## src/rtl/bellek_hakem.sv

```systemverilog
// Two-requester round-robin memory arbiter. Each access is accepted, performed
// and answered in a fixed three-cycle sequence.
module bellek_hakem #(
    parameter logic [31:0] BASLANGIC_ADRES = 32'h8000_0000,
    parameter logic [31:0] BITIS_ADRES     = 32'h8000_0800
) (
    input  logic        clk,
    input  logic        rst_n,
    input  logic [1:0]  istek_gecerli,
    input  logic [1:0]  istek_yaz,
    input  logic [63:0] istek_adres,
    input  logic [63:0] istek_veri,
    output logic [1:0]  istek_hazir,
    output logic [1:0]  yanit_gecerli,
    output logic [31:0] yanit_veri,
    output logic        yanit_hata,
    output logic [31:0] bellek_adres,
    output logic [31:0] bellek_yaz_veri,
    output logic        bellek_yaz_gecerli,
    input  logic [31:0] bellek_oku_veri
);

    typedef enum logic [1:0] {
        BOSTA  = 2'd0,
        ERISIM = 2'd1,
        YANIT  = 2'd2
    } durum_t;

    durum_t      durum;
    durum_t      sonraki;

    logic        son_hizmet;
    logic        hizmet;
    logic        yaz_kayit;
    logic [31:0] adres_kayit;
    logic [31:0] veri_kayit;
    logic [31:0] yanit_kayit;
    logic        hata_kayit;

    logic        secilen;
    logic        kabul;
    logic        yasal;

    // Round-robin choice: under contention the requester not served last wins.
    always_comb begin
        secilen = 1'b0;
        case (istek_gecerli)
            2'b01:   secilen = 1'b0;
            2'b10:   secilen = 1'b1;
            2'b11:   secilen = ~son_hizmet;
            default: secilen = 1'b0;
        endcase
    end

    assign kabul = (durum == BOSTA) && (|istek_gecerli) && rst_n;

    assign yasal = (adres_kayit >= BASLANGIC_ADRES) &&
                   (adres_kayit <  BITIS_ADRES) &&
                   (adres_kayit[1:0] == 2'b00);

    // NOTE: every output of a combinational block gets a default first so no
    // path through the case leaves it unassigned and infers a latch.
    always_comb begin
        sonraki            = durum;
        istek_hazir        = 2'b00;
        yanit_gecerli      = 2'b00;
        bellek_yaz_gecerli = 1'b0;
        case (durum)
            BOSTA: begin
                if (|istek_gecerli) begin
                    sonraki = ERISIM;
                    istek_hazir[secilen] = rst_n;
                end
            end
            ERISIM: begin
                sonraki            = YANIT;
                bellek_yaz_gecerli = yaz_kayit && yasal && rst_n;
            end
            YANIT: begin
                sonraki               = BOSTA;
                yanit_gecerli[hizmet] = rst_n;
            end
            default: sonraki = BOSTA;
        endcase
    end

    // NOTE: state registers use non-blocking assignments so every flop samples
    // the pre-edge values regardless of statement order.
    always_ff @(posedge clk) begin
        if (!rst_n) begin
            durum       <= BOSTA;
            son_hizmet  <= 1'b1;
            hizmet      <= 1'b0;
            yaz_kayit   <= 1'b0;
            adres_kayit <= '0;
            veri_kayit  <= '0;
            yanit_kayit <= '0;
            hata_kayit  <= 1'b0;
        end else begin
            durum <= sonraki;
            if (kabul) begin
                hizmet      <= secilen;
                yaz_kayit   <= istek_yaz[secilen];
                adres_kayit <= secilen ? istek_adres[63:32] : istek_adres[31:0];
                veri_kayit  <= secilen ? istek_veri[63:32]  : istek_veri[31:0];
            end
            if (durum == ERISIM) begin
                yanit_kayit <= (yasal && !yaz_kayit) ? bellek_oku_veri : 32'h0;
                hata_kayit  <= !yasal;
            end
            if (durum == YANIT) begin
                son_hizmet <= hizmet;
            end
        end
    end

    // Held at zero while reset is asserted, before the clearing edge lands.
    assign bellek_adres    = rst_n ? adres_kayit : 32'h0;
    assign bellek_yaz_veri = rst_n ? veri_kayit  : 32'h0;
    assign yanit_veri      = rst_n ? yanit_kayit : 32'h0;
    assign yanit_hata      = rst_n && hata_kayit;

endmodule

```

## config.mk

```make
export PLATFORM = sky130hd
export DESIGN_NAME = bellek_hakem
export DESIGN_NICKNAME = d
export VERILOG_FILES = /design/src/rtl/bellek_hakem.sv
export SDC_FILE = /design/constraint.sdc
export NUM_CORES = 1
export LEC_CHECK = 0
export CAP_MARGIN = 20
export CORE_ASPECT_RATIO = 1.25
export CORE_MARGIN = 3
export CORE_UTILIZATION = 35
export DETAILED_ROUTE_END_ITERATION = 7
export HOLD_SLACK_MARGIN = 0.08
export PLACE_DENSITY = 0.87
export REMOVE_ABC_BUFFERS = 1
export SYNTH_ARGS = -nofsm -noshare
export SYNTH_HDL_FRONTEND = slang
export SYNTH_SLANG_ARGS = --single-unit
```

## constraint.sdc

```tcl
create_clock -name clk -period 1.45 [get_ports clk]
set_input_delay 0.29 -clock clk [delete_from_list [all_inputs] [get_ports clk]]
set_output_delay 0.29 -clock clk [all_outputs]
set_load 0.01 [all_outputs]
```

# == Word-level counts from Yosys, hierarchy flattened ==
# Cells that the tools add are included.
# word_totals
ff_bits,102
latch_bits,0
ram_bits,0
rom_bits,0
in_bits,166
out_inout_bits,102
word_cells,56
mem_count,0
# classes
add_sub_neg,0
mul,0
n_div,0
order_cmp,6
eq_ne,5
n_shift,0
mux,19
bitwise,3
reduce_logical,15
# ops
op,n
32-bit 2-to-1 mux,6
32-bit greater-or-equal comparator (second input constant),1
32-bit < comparator (second input constant),1
1-bit logical AND,10
2-bit 2-to-1 mux,4
2-bit equality test (second input constant),3
1-bit 2-to-1 mux,5
2-bit AND,2
2-bit logical NOT,2
1-bit by 2-bit < comparator with 1-bit output (second input constant),2
2-bit one-hot mux with 2 select lines,1
1-bit demux with 1-bit select,2
2-bit by 1-bit equality test with 1-bit output (second input constant),1
1-bit greater-or-equal comparator (second input constant),2
1-bit logical NOT,2
2-bit by 1-bit inequality test with 1-bit output (second input constant),1
1-bit one-hot mux with 2 select lines,1
2-bit OR reduction,1
1-bit inverter,1

# == Longest topological paths before layout ==
# Gate-level depths: netlist of run 1.
# depth
depth_word,9
depth_mapped,5
ltp_nobuf,3

# == Least setup slack after synthesis of run 1 ==
# Ideal clock, no wire load.
# synth_path
path_type,register to output
start,reg adres_kayit[13]
end,out bellek_yaz_gecerli
arrival_time_ps,1377
required_time_ps,1160
setup_slack_ps,-217
stages_incl_launch_ff,5
n_path_buf,1
path_cell_list,dfxtp_1 nor4b_2 buf_2 nand2_1 nor3_1
# synth_via
elab_chain_len,6
elab_cells_between_ends,7
classes_between,order compare: 2; mux: 1; reduce/logical: 4
# synth_lines
element,line_no,source
"start, declared",35,logic [31:0] adres_kayit;
"start signal, assigned",104,adres_kayit <= secilen ? istek_adres[63:32] : istek_adres[31:0];
32-bit greater-or-equal comparator / 32-bit < comparator (equally long branches),"57, 58",
1-bit logical AND *,57,assign yasal = (adres_kayit >= BASLANGIC_ADRES) &&
1-bit logical AND *,58,(adres_kayit < BITIS_ADRES) &&
1-bit logical AND * (2 in series),77,bellek_yaz_gecerli = yaz_kayit && yasal && rst_n;
1-bit 2-to-1 mux *,68,case (durum)
"end, declared",19,"output logic bellek_yaz_gecerli,"
# Every way passes the cells marked *; elsewhere a longest branch is shown, timed or not.

# == Worst setup path in the final report of run 1 ==
# layout_path
start,reg adres_kayit[27]
end,out bellek_yaz_gecerli
# Same word-level chain as after synthesis.

==> results of run 1 <==
-- critical path, cell delays in order (launching register included) --
cell and delay, ns:
dfxtp_2 0.34, nor4_4 0.27, nand4_1 0.22, nor3_1 0.17
buf_2 0.17
-- synthesized netlist by cell type, types with 2 or more instances --
cell,n,area [µm²]
a21boi_0,42,315
a221o_1,65,651
and2_1,99,619
and3_1,26,163
buf_2,19,95.1
buf_4,7,52.6
clkbuf_1,30,113
dfxtp_1,102,2040
nand2_1,35,131
nand2b_1,2,12.5
nand3_1,2,10.0
nand4_1,33,206
nor2_1,2,7.51
nor2b_1,2,12.5
nor3_1,2,10.0
nor4_1,3,18.8
o21ai_0,21,105
o21ai_1,11,55.1
-- cell type report --
class | count | area, µm²
Clock buffer | 10 | 229
Clock inverter | 6 | 61.3
Fill cell | 974 | 4220
Inverter | 1 | 3.75
Multi-Input combinational cell | 355 | 2650
Sequential cell | 102 | 2070
Tap cell | 168 | 210
Timing Repair Buffer | 351 | 3510
-- repair_timing --
action                                  4_1_cts  5_1_grt
resized for setup                           296      110
pin swaps                                    72       36
buffers inserted                             12       14
gates cloned                                 11        7
endpoints found under the setup margin      201      134
-- layer usage --
layer	routed length (µm)	track usage, %
met1	7410	28.3
met2	10300	43.6
met3	1710	6.51
met4	497	6.44
met5	0	0
-- cells by family after synthesis --
kind of cell / count (synthesis)
buffers and inverters: 57
muxes: 1
and+or+nand+nor: 211
DFF: 102
AOI/OAI and AO/OA: 143
-- worst min-delay path by stage --
stage	start	endpoint	slack (ns)
2_1_floorplan	rst_n	son_hizmet	0.35
3_3_place_gp	son_hizmet	son_hizmet	0.50
3_5_place_dp	son_hizmet	son_hizmet	0.51
4_1_cts	rst_n	son_hizmet	0.32
5_1_grt	rst_n	son_hizmet	0.37
6_report	rst_n	son_hizmet	0.36
-- flip-flops by register name (all words and copies together), names as in the netlist --
signal / flops
adres_kayit: 32
durum: 2
hata_kayit: 1
hizmet: 1
son_hizmet: 1
veri_kayit: 32
yanit_kayit: 32
yaz_kayit: 1
-- per-stage QoR --
stage	cell area, µm²	std cells
detailed placement	7800	943
CTS	8460	980
floorplan	4470	458
global route	8730	993
global placement	7800	943
finish	8730	993
-- where the power goes --
| group | internal (mW) | switching [mW] |
|---|---|---|
| registers | 3.03 | 0.105 |
| logic | 1.26 | 0.894 |
| clock network | 1.34 | 1.06 |
| total | 5.62 | 2.06 |
==> results.yml, run 1 <==
worst_setup_path:
  setup.worst_path.end_class: "primary output"
  r2r_setup_slack_ns: -0.24
  worstSetupPathType: "flip-flop to primary output"
  required_ns: 1.16
  crit_start: "adres_kayit[27]"
  startpoint_type: "flip-flop"
  crit_fanout: 2
  timing.rr.start: "durum[0]"
  crit_end: "bellek_yaz_gecerli"
  arrival_ns: 1.50
  ff2ff_path_depth: 8
  r2r-end: "veri_kayit[31]"
global_routing:
  grt_pass1_vias: 5497
  gr-usage-all-layers_pct: 24.4
  grt_max_degree: 49
  grt_pass1_wl_um: 28500
  antenna_found_initial: 0
  grt-ovfl-total: 0
timing:
  fin_crit_ns: 1.79
  tightestPinTransition_ns: 0.331
  hold_slack_ns: 0.364
  finalCritPeriodShare_pct: 123
  setup_viol: 103
  layout_setup_ws_ns: -0.337
  setup_tns_ns: -10.11
  hold_viol_final: 0
  maxSlewHeadroom_pct: 78.0
  fin_skew_ns: 0.00732
  slew_viol_final: 0
  rsz0062_at_grt: "yes"
  fmax_mhz: 560
synth:
  synth_compound_area_share_pct: 24.5
  avgSynthCellArea_um2: 9.21
  muxShareOfSynthArea_pct: 0.211
  synth_edf_count: 0
  synth_flop_cell: "dfxtp_1"
  synth-simple-area-share_pct: 26.5
  ys_async_sr_fraction_pct: 0
  synth_xor_area_share_pct: 0
  synth_seq_area_share_pct: 43.1
  syn_inst: 514
  synth_area_mm2: 0.00473
  synth_top_family_by_area: "simple AND/OR/NAND/NOR gates"
  yosysUniqueCellTypes: 29
  synth-seq-cells: 102
  synth_fa_ha_area_share_pct: 0
  yosys_warnings: 0
layout:
  drive_gt1_share_pct: 26.5
  area_delta_synth_final_pct: 84.5
  diodes: 0
  final_nets: 986
  fin_util_pct: 67.4
  final_cell_mix: "clkdlybuf4s50_1, and2_1, dfxtp_1"
  final_common_cell: "clkdlybuf4s50_1"
clock_tree:
  ctsHoldBuffers: 0
  clk_pin_slew_ns: 0.07
  cts_buffers: 9
  cts_tree: "built"
  insertion_delay_ns: 0.34
  cts_max_level: 3
  clock_sinks: 102
  ctsLongestPathBuffers: 2
  cts_root_buffer: "clkbuf_16"
pwr:
  p_total_mw: 7.68
  p_leak_nw: 3.85
  p_per_area_mw_per_mm2: 880
  vdd_ir_drop_max_mv: 0.529
placement:
  dp_hpwl_um: 12700
  place_ws_ns: -0.689
  gp_congestion: 0.787
  io_buffers: 267
floorplanning:
  rows: 46
  start_util_pct: 36.6
  fp.dieW_um: 110
  die_y_um: 136
  dieArea_mm2: 0.0150
  core_mm2: 0.0129
  pin_count: 268
route:
  wl_per_cell_um: 20.1
  drc: 0
  vias: 5440
  antenna_left: 0
  dr.first_iter.drc_count: 381
  avgViaCountPerCell: 5.48
  finalWirelength_um: 19900
  drtPass1Iterations: 5
outcome:
  violations: "setup timing"
  status: "finished with violations"
worst_hold_path:
  hold_path_class: "input port to flip-flop"
  min_path_cells: 3
job:
  drv_cap: 0
Power figures use the tool's default switching activity.
==> inputs of run 2 (changes only) <==
--- a/config.mk
+++ b/config.mk
@@ -6,11 +6,11 @@
 export NUM_CORES = 1
 export LEC_CHECK = 0
 export CAP_MARGIN = 20
-export CORE_ASPECT_RATIO = 1.25
 export CORE_MARGIN = 3
 export CORE_UTILIZATION = 35
 export DETAILED_ROUTE_END_ITERATION = 7
-export HOLD_SLACK_MARGIN = 0.08
+export GPL_TIMING_DRIVEN = 0
+export HOLD_SLACK_MARGIN = 0.1
 export PLACE_DENSITY = 0.87
 export REMOVE_ABC_BUFFERS = 1
 export SYNTH_ARGS = -nofsm -noshare
==> run 2 against run 1 <==
Effect of this change: the run still ends with setup timing left; clock skew hardly changed; cell area increased by 4.5%; register-to-register slack got worse by 0.13 ns.
==> results.yml, run 2 (synthesis results as in run 1) <==
worst_setup_path:
  setup.worst_path.end_class: "primary output"
  required_ns: 1.16
  r2r_setup_slack_ns: -0.37
  timing.rr.start: "durum[1]"
  ff2ff_path_depth: 9
  worstSetupPathType: "flip-flop to primary output"
  startpoint_type: "flip-flop"
  crit_fanout: 3
  arrival_ns: 1.68
  r2r-end: "veri_kayit[2]"
clock_tree:
  cts_max_level: 3
  clk_pin_slew_ns: 0.07
  cts_buffers: 9
  ctsHoldBuffers: 0
  cts_tree: "built"
  ctsLongestPathBuffers: 2
  clock_sinks: 102
  insertion_delay_ns: 0.34
  cts_root_buffer: "clkbuf_16"
pwr:
  p_per_area_mw_per_mm2: 868
  vdd_ir_drop_max_mv: 0.470
  p_total_mw: 7.92
  p_leak_nw: 3.95
worst_hold_path:
  min_path_cells: 3
  hold_path_class: "input port to flip-flop"
  holdPathEnd: "son_hizmet"
  min-delay-start: "rst_n"
layout:
  final_nets: 987
  fin_util_pct: 70.6
  final_common_cell: "clkdlybuf4s50_1"
  fillCellCount: 953
  instances_no_fill: 999
  largestRegisters: "adres_kayit x32, veri_kayit x32, yanit_kayit x32"
  area_delta_synth_final_pct: 92.8
  final_cell_mix: "clkdlybuf4s50_1, and2_1, dfxtp_1"
  drive_gt1_share_pct: 25.2
placement:
  io_buffers: 267
  dp.cells: 907
  gp_congestion: 0.770
  dp_hpwl_um: 12000
route:
  drc: 0
  wl_met2_um: 11800
  vias: 5761
  drtPass1Iterations: 5
  wl_per_cell_um: 23.2
  dr.first_iter.drc_count: 469
  wl_met1_um: 8430
  finalWirelength_um: 23200
  antenna_left: 0
  dr_wl_met3_um: 2170
  avgViaCountPerCell: 5.77
  maxUsedRoutingLayer: "met4"
global_routing:
  grt_max_degree: 36
  antenna_found_initial: 1
  grt-ovfl-total: 0
  grt_pass1_vias: 5855
  gr-usage-all-layers_pct: 28.5
  grt_pass1_wl_um: 32500
floorplanning:
  fp.dieW_um: 122
  dieArea_mm2: 0.0150
  core_mm2: 0.0129
  pin_count: 268
  start_util_pct: 36.6
  rows: 41
  die_y_um: 122
outcome:
  violations: "setup timing"
  status: "finished with violations"
timing:
  setup_viol: 104
  fin_skew_ns: 0.00699
  layout_setup_ws_ns: -0.521
  finalCritPeriodShare_pct: 136
  slew_viol_final: 0
  tightestPinTransition_ns: 0.633
  rsz0062_at_grt: "yes"
  hold_viol_final: 0
  fin_crit_ns: 1.97
  setup_tns_ns: -24.05
  maxSlewHeadroom_pct: 57.5
  fmax_mhz: 507
job:
  drv_cap: 0
run 2: cell count changes in the layout (fill, tap and decap cells not counted), moves of 9 or more:
cell             change
buf_2               -28
buf_6                +9
dlygate4sd2_1       +13
a21boi_1            +13
clkdlybuf4s15_1     +12
a21boi_2             +9
a21boi_0            -22
buf_4               -21
run 2: what timing repair did:
action / in CTS / in global routing
buffers inserted: 41 / 14
endpoints found under the hold margin: 0 / 0
gates resized for setup: 299 / 91
setup endpoints to repair: 202 / 128
pin swaps: 51 / 64
gates cloned: 24 / 4
run 2: stage by stage:
| step | hold WS [ns] | setup WS (ns) | area [µm²] |
|---|---|---|---|
| global placement | 0.480 | -6.48 | 7360 |
| floorplan | 0.352 | -1.71 | 4470 |
| CTS | 0.460 | -0.491 | 8980 |
| detailed placement | 0.496 | -2.24 | 7560 |
| global route | 0.487 | -0.597 | 9130 |
| finish | 0.478 | -0.521 | 9130 |
run 2: per-layer routing:
layer	GRT usage (%)	vias to the layer above
li1	-	2542
met1	32.9	2751
met2	50.2	407
met3	6.41	61
met4	12.7	0
met5	0	-
run 2: worst max path at each step:
stage / end / startpoint
2_1_floorplan: adres_kayit[0] / durum[1]
3_3_place_gp: istek_hazir[0] / rst_n
3_5_place_dp: istek_hazir[1] / rst_n
4_1_cts: bellek_yaz_gecerli / adres_kayit[30]
5_1_grt: bellek_yaz_gecerli / adres_kayit[26]
6_report: bellek_yaz_gecerli / adres_kayit[26]
run 2: final cells by class:
cell class	instances	area (µm²)	share of cell area [%]
diodes	1	2.50	0.0274
clock buffers	12	236	2.59
clock inverters	4	47.5	0.521
inverters	1	3.75	0.0411
multi-input cells	364	2820	30.9
flip-flops and latches	102	2070	22.7
well taps	172	215	2.36
repair buffers	343	3720	40.8
run 2: critical path, stage by stage, from the launching register on:
cell and delay, ns:
dfxtp_2 0.34, nor4_4 0.28, nand4_1 0.24, buf_8 0.20
nor3_4 0.11, buf_2 0.16
run 2: power by group:
| part | switching [mW] | internal, mW |
|---|---|---|
| clock network | 1.06 | 1.34 |
| logic | 0.999 | 1.36 |
| registers | 0.129 | 3.03 |
==> inputs of run 3 (changes only) <==
--- a/config.mk
+++ b/config.mk
@@ -5,13 +5,14 @@
 export SDC_FILE = /design/constraint.sdc
 export NUM_CORES = 1
 export LEC_CHECK = 0
+export ABC_AREA = 1
 export CAP_MARGIN = 20
 export CORE_MARGIN = 3
-export CORE_UTILIZATION = 35
+export CORE_UTILIZATION = 38
 export DETAILED_ROUTE_END_ITERATION = 7
 export GPL_TIMING_DRIVEN = 0
 export HOLD_SLACK_MARGIN = 0.1
-export PLACE_DENSITY = 0.87
+export PLACE_DENSITY = 0.88
 export REMOVE_ABC_BUFFERS = 1
 export SYNTH_ARGS = -nofsm -noshare
 export SYNTH_HDL_FRONTEND = slang
==> run 3 against run 2 <==
Effect of this change: the flow still finishes with violations (setup timing); clock power is 15% higher; synthesized cell count is 85% higher; utilization is 2.7 points lower; non-clock buffer count is 32 lower; setup slack better by 0.28 ns; critical endpoint unchanged; largest power group unchanged; highest routed layer unchanged.
==> results.yml, run 3 <==
timing:
  fmax_mhz: 592
  fin_skew_ns: 0.0124
  layout_setup_ws_ns: -0.239
  setup_viol: 38
  fin_crit_ns: 1.69
  finalCritPeriodShare_pct: 116
  tightestPinTransition_ns: 0.817
  maxSlewHeadroom_pct: 45.4
  slew_viol_final: 0
  rsz0062_at_grt: "yes"
  hold_viol_final: 0
synth:
  synth_most_common_cell: "nand2_1"
  synth_flop_cell: "dfxtp_1"
  avgSynthCellArea_um2: 5.90
  synth_area_mm2: 0.00560
  ys_top_cells_by_area: "dfxtp_1, nand2_1, inv_1"
  synth_seq_area_share_pct: 36.4
  yosys.area.top_type: "dfxtp_1"
  yosys_warnings: 0
  synthTopCellsByCount: "nand2_1, inv_1, dfxtp_1, nand3_1, a21oi_1"
  synth-seq-cells: 102
  yosysUniqueCellTypes: 20
  syn_inst: 950
  netlist.area_leader.share_pct: 36.4
  synth_edf_count: 0
  ys_async_sr_fraction_pct: 0
worst_setup_path:
  cp_cell_sequence: "inv_4 -> nor2_4 -> nand2_8 -> inv_2 -> nand2_2 -> nor3_2 -> buf_2"
  worstSetupPathType: "flip-flop to primary output"
  startpoint_type: "flip-flop"
  timing.rr.start: "yaz_kayit"
  setup.worst_path.end_class: "primary output"
  crit_fanout: 2
  path_buf_inv: 3
  cp_slowest_cell: "dfxtp_4"
  arrival_ns: 1.40
  r2r_setup_slack_ns: -0.23
  max_stage_delay_ns: 0.38
  r2r-end: "yanit_kayit[3]"
  required_ns: 1.16
  crit_family: "flip-flops"
  ff2ff_path_depth: 3
global_routing:
  grt_util_met1_pct: 31.9
  gr-usage-all-layers_pct: 26.4
  grt_max_degree: 46
  antenna_found_initial: 0
  grt-ovfl-total: 0
  grtUsageMet3_pct: 5.14
  grt_pass1_vias: 6433
  grt_pass1_wl_um: 33800
  grtUsageMet2_pct: 45.8
  grt.busiest_layer: "met2"
layout:
  area_delta_synth_final_pct: 71.4
  largestRegisters: "adres_kayit x32, veri_kayit x32, yanit_kayit x32"
  fillCellCount: 1211
  final_common_cell: "nand2_1"
  postLayoutCellArea_mm2: 0.00960
  seqCellArea_mm2: 0.00207
  final_nets: 1389
  final_cell_mix: "nand2_1, clkdlybuf4s50_1, inv_1"
  drive_gt1_share_pct: 13.9
  diodes: 0
  multi_input_comb_area_mm2: 0.00310
clock_tree:
  ctsHoldBuffers: 0
  clk_pin_slew_ns: 0.08
  cts_root_buffer: "clkbuf_16"
  cts_max_level: 3
  ctsLongestPathBuffers: 2
  cts_tree: "built"
  clock_sinks: 102
  insertion_delay_ns: 0.35
  cts_buffers: 9
worst_hold_path:
  min_path_cells: 5
  min-delay-start: "rst_n"
  hold_path_class: "input port to flip-flop"
  holdPathEnd: "yanit_kayit[16]"
outcome:
  violations: "setup timing"
  status: "finished with violations"
route:
  drc: 0
  vias: 6929
  drtPass1Iterations: 5
  wl_per_cell_um: 16.6
  finalWirelength_um: 23400
  dr.first_iter.drc_count: 432
  avgViaCountPerCell: 4.92
  antenna_left: 0
pwr:
  p_leak_nw: 5.33
  p_total_mw: 7.77
  p_per_area_mw_per_mm2: 809
  vdd_ir_drop_max_mv: 0.627
floorplanning:
  fp.dieW_um: 127
  die_y_um: 127
  pin_count: 268
  rows: 43
  start_util_pct: 39.6
  core_mm2: 0.0141
  dieArea_mm2: 0.0162
job:
  drv_cap: 0
placement:
  gp_congestion: 0.817
  io_buffers: 267
  dp_hpwl_um: 13100
  placed_area_mm2: 0.00831
[run 3: kinds of logic after synthesis]
kind of cell | after synthesis | share of synthesized area (%)
AOI/OAI and AO/OA | 64 | 6.43
buffers and inverters | 200 | 14.9
DFF | 102 | 36.4
and+or+nand+nor | 584 | 42.2
[run 3: where the power goes]
| part | leakage, nW | internal (mW) | switching, mW |
|---|---|---|---|
| Combinational | 4.32 | 0.963 | 1.01 |
| Sequential | 0.837 | 2.94 | 0.0967 |
| Clock | 0.167 | 1.62 | 1.13 |
[run 3: stage by stage]
step | worst slack [ns] | util (%) | std cells | TNS, ns | hold slack, ns
finish | -0.239 | 67.9 | 1408 | -5.51 | 0.362
global route | -0.310 | 67.9 | 1408 | -8.86 | 0.398
CTS | -0.304 | 64.7 | 1396 | -0.956 | 0.362
detailed placement | -2.58 | 58.7 | 1342 | -193.63 | 0.457
global placement | -5.84 | 57.9 | 1336 | -815.76 | 0.452
floorplan | -1.66 | - | 889 | -105.61 | 0.403
[run 3: tightest hold or removal path: stages]
cell and delay [ns]:
buf_16 0.15, nand2_1 0.07, inv_1 0.05, nand2_1 0.06, nand2_1 0.05
[run 3: worst max-delay path by stage]
stage | from | to | slack, ns | depth (start not counted)
6_report | durum[0] | bellek_yaz_gecerli | -0.24 | 7
5_1_grt | yaz_kayit | yanit_kayit[3] | -0.31 | 3
4_1_cts | durum[1] | istek_hazir[0] | -0.30 | 6
3_5_place_dp | rst_n | istek_hazir[0] | -2.58 | 7
3_3_place_gp | rst_n | istek_hazir[0] | -5.84 | 6
2_1_floorplan | son_hizmet | istek_hazir[0] | -1.66 | 4
[run 3: final cells by class]
type	count	share of cell area, %
repair buffers	311	33.9
multi-input cells	655	32.2
flip-flops and latches	102	21.5
inverters	139	5.86
clock buffers	11	2.63
well taps	180	2.35
clock inverters	5	0.899
repair inverters	5	0.599
[run 3: what timing repair did]
action | in CTS | in global routing
gates cloned | 15 | 6
gates resized for setup | 174 | 85
pin swaps | 10 | 40
setup endpoints to repair | 203 | 105
buffers inserted | 23 | 9
[run 3: routing by layer]
metal  share of wire, %  routed length (µm)  vias up
met5                  0                   0        -
met4                3.4                 787        0
met3                6.7                1580       53
met2                 50               11600      309
met1                 40                9430     3164
li1                   -                   -     3403
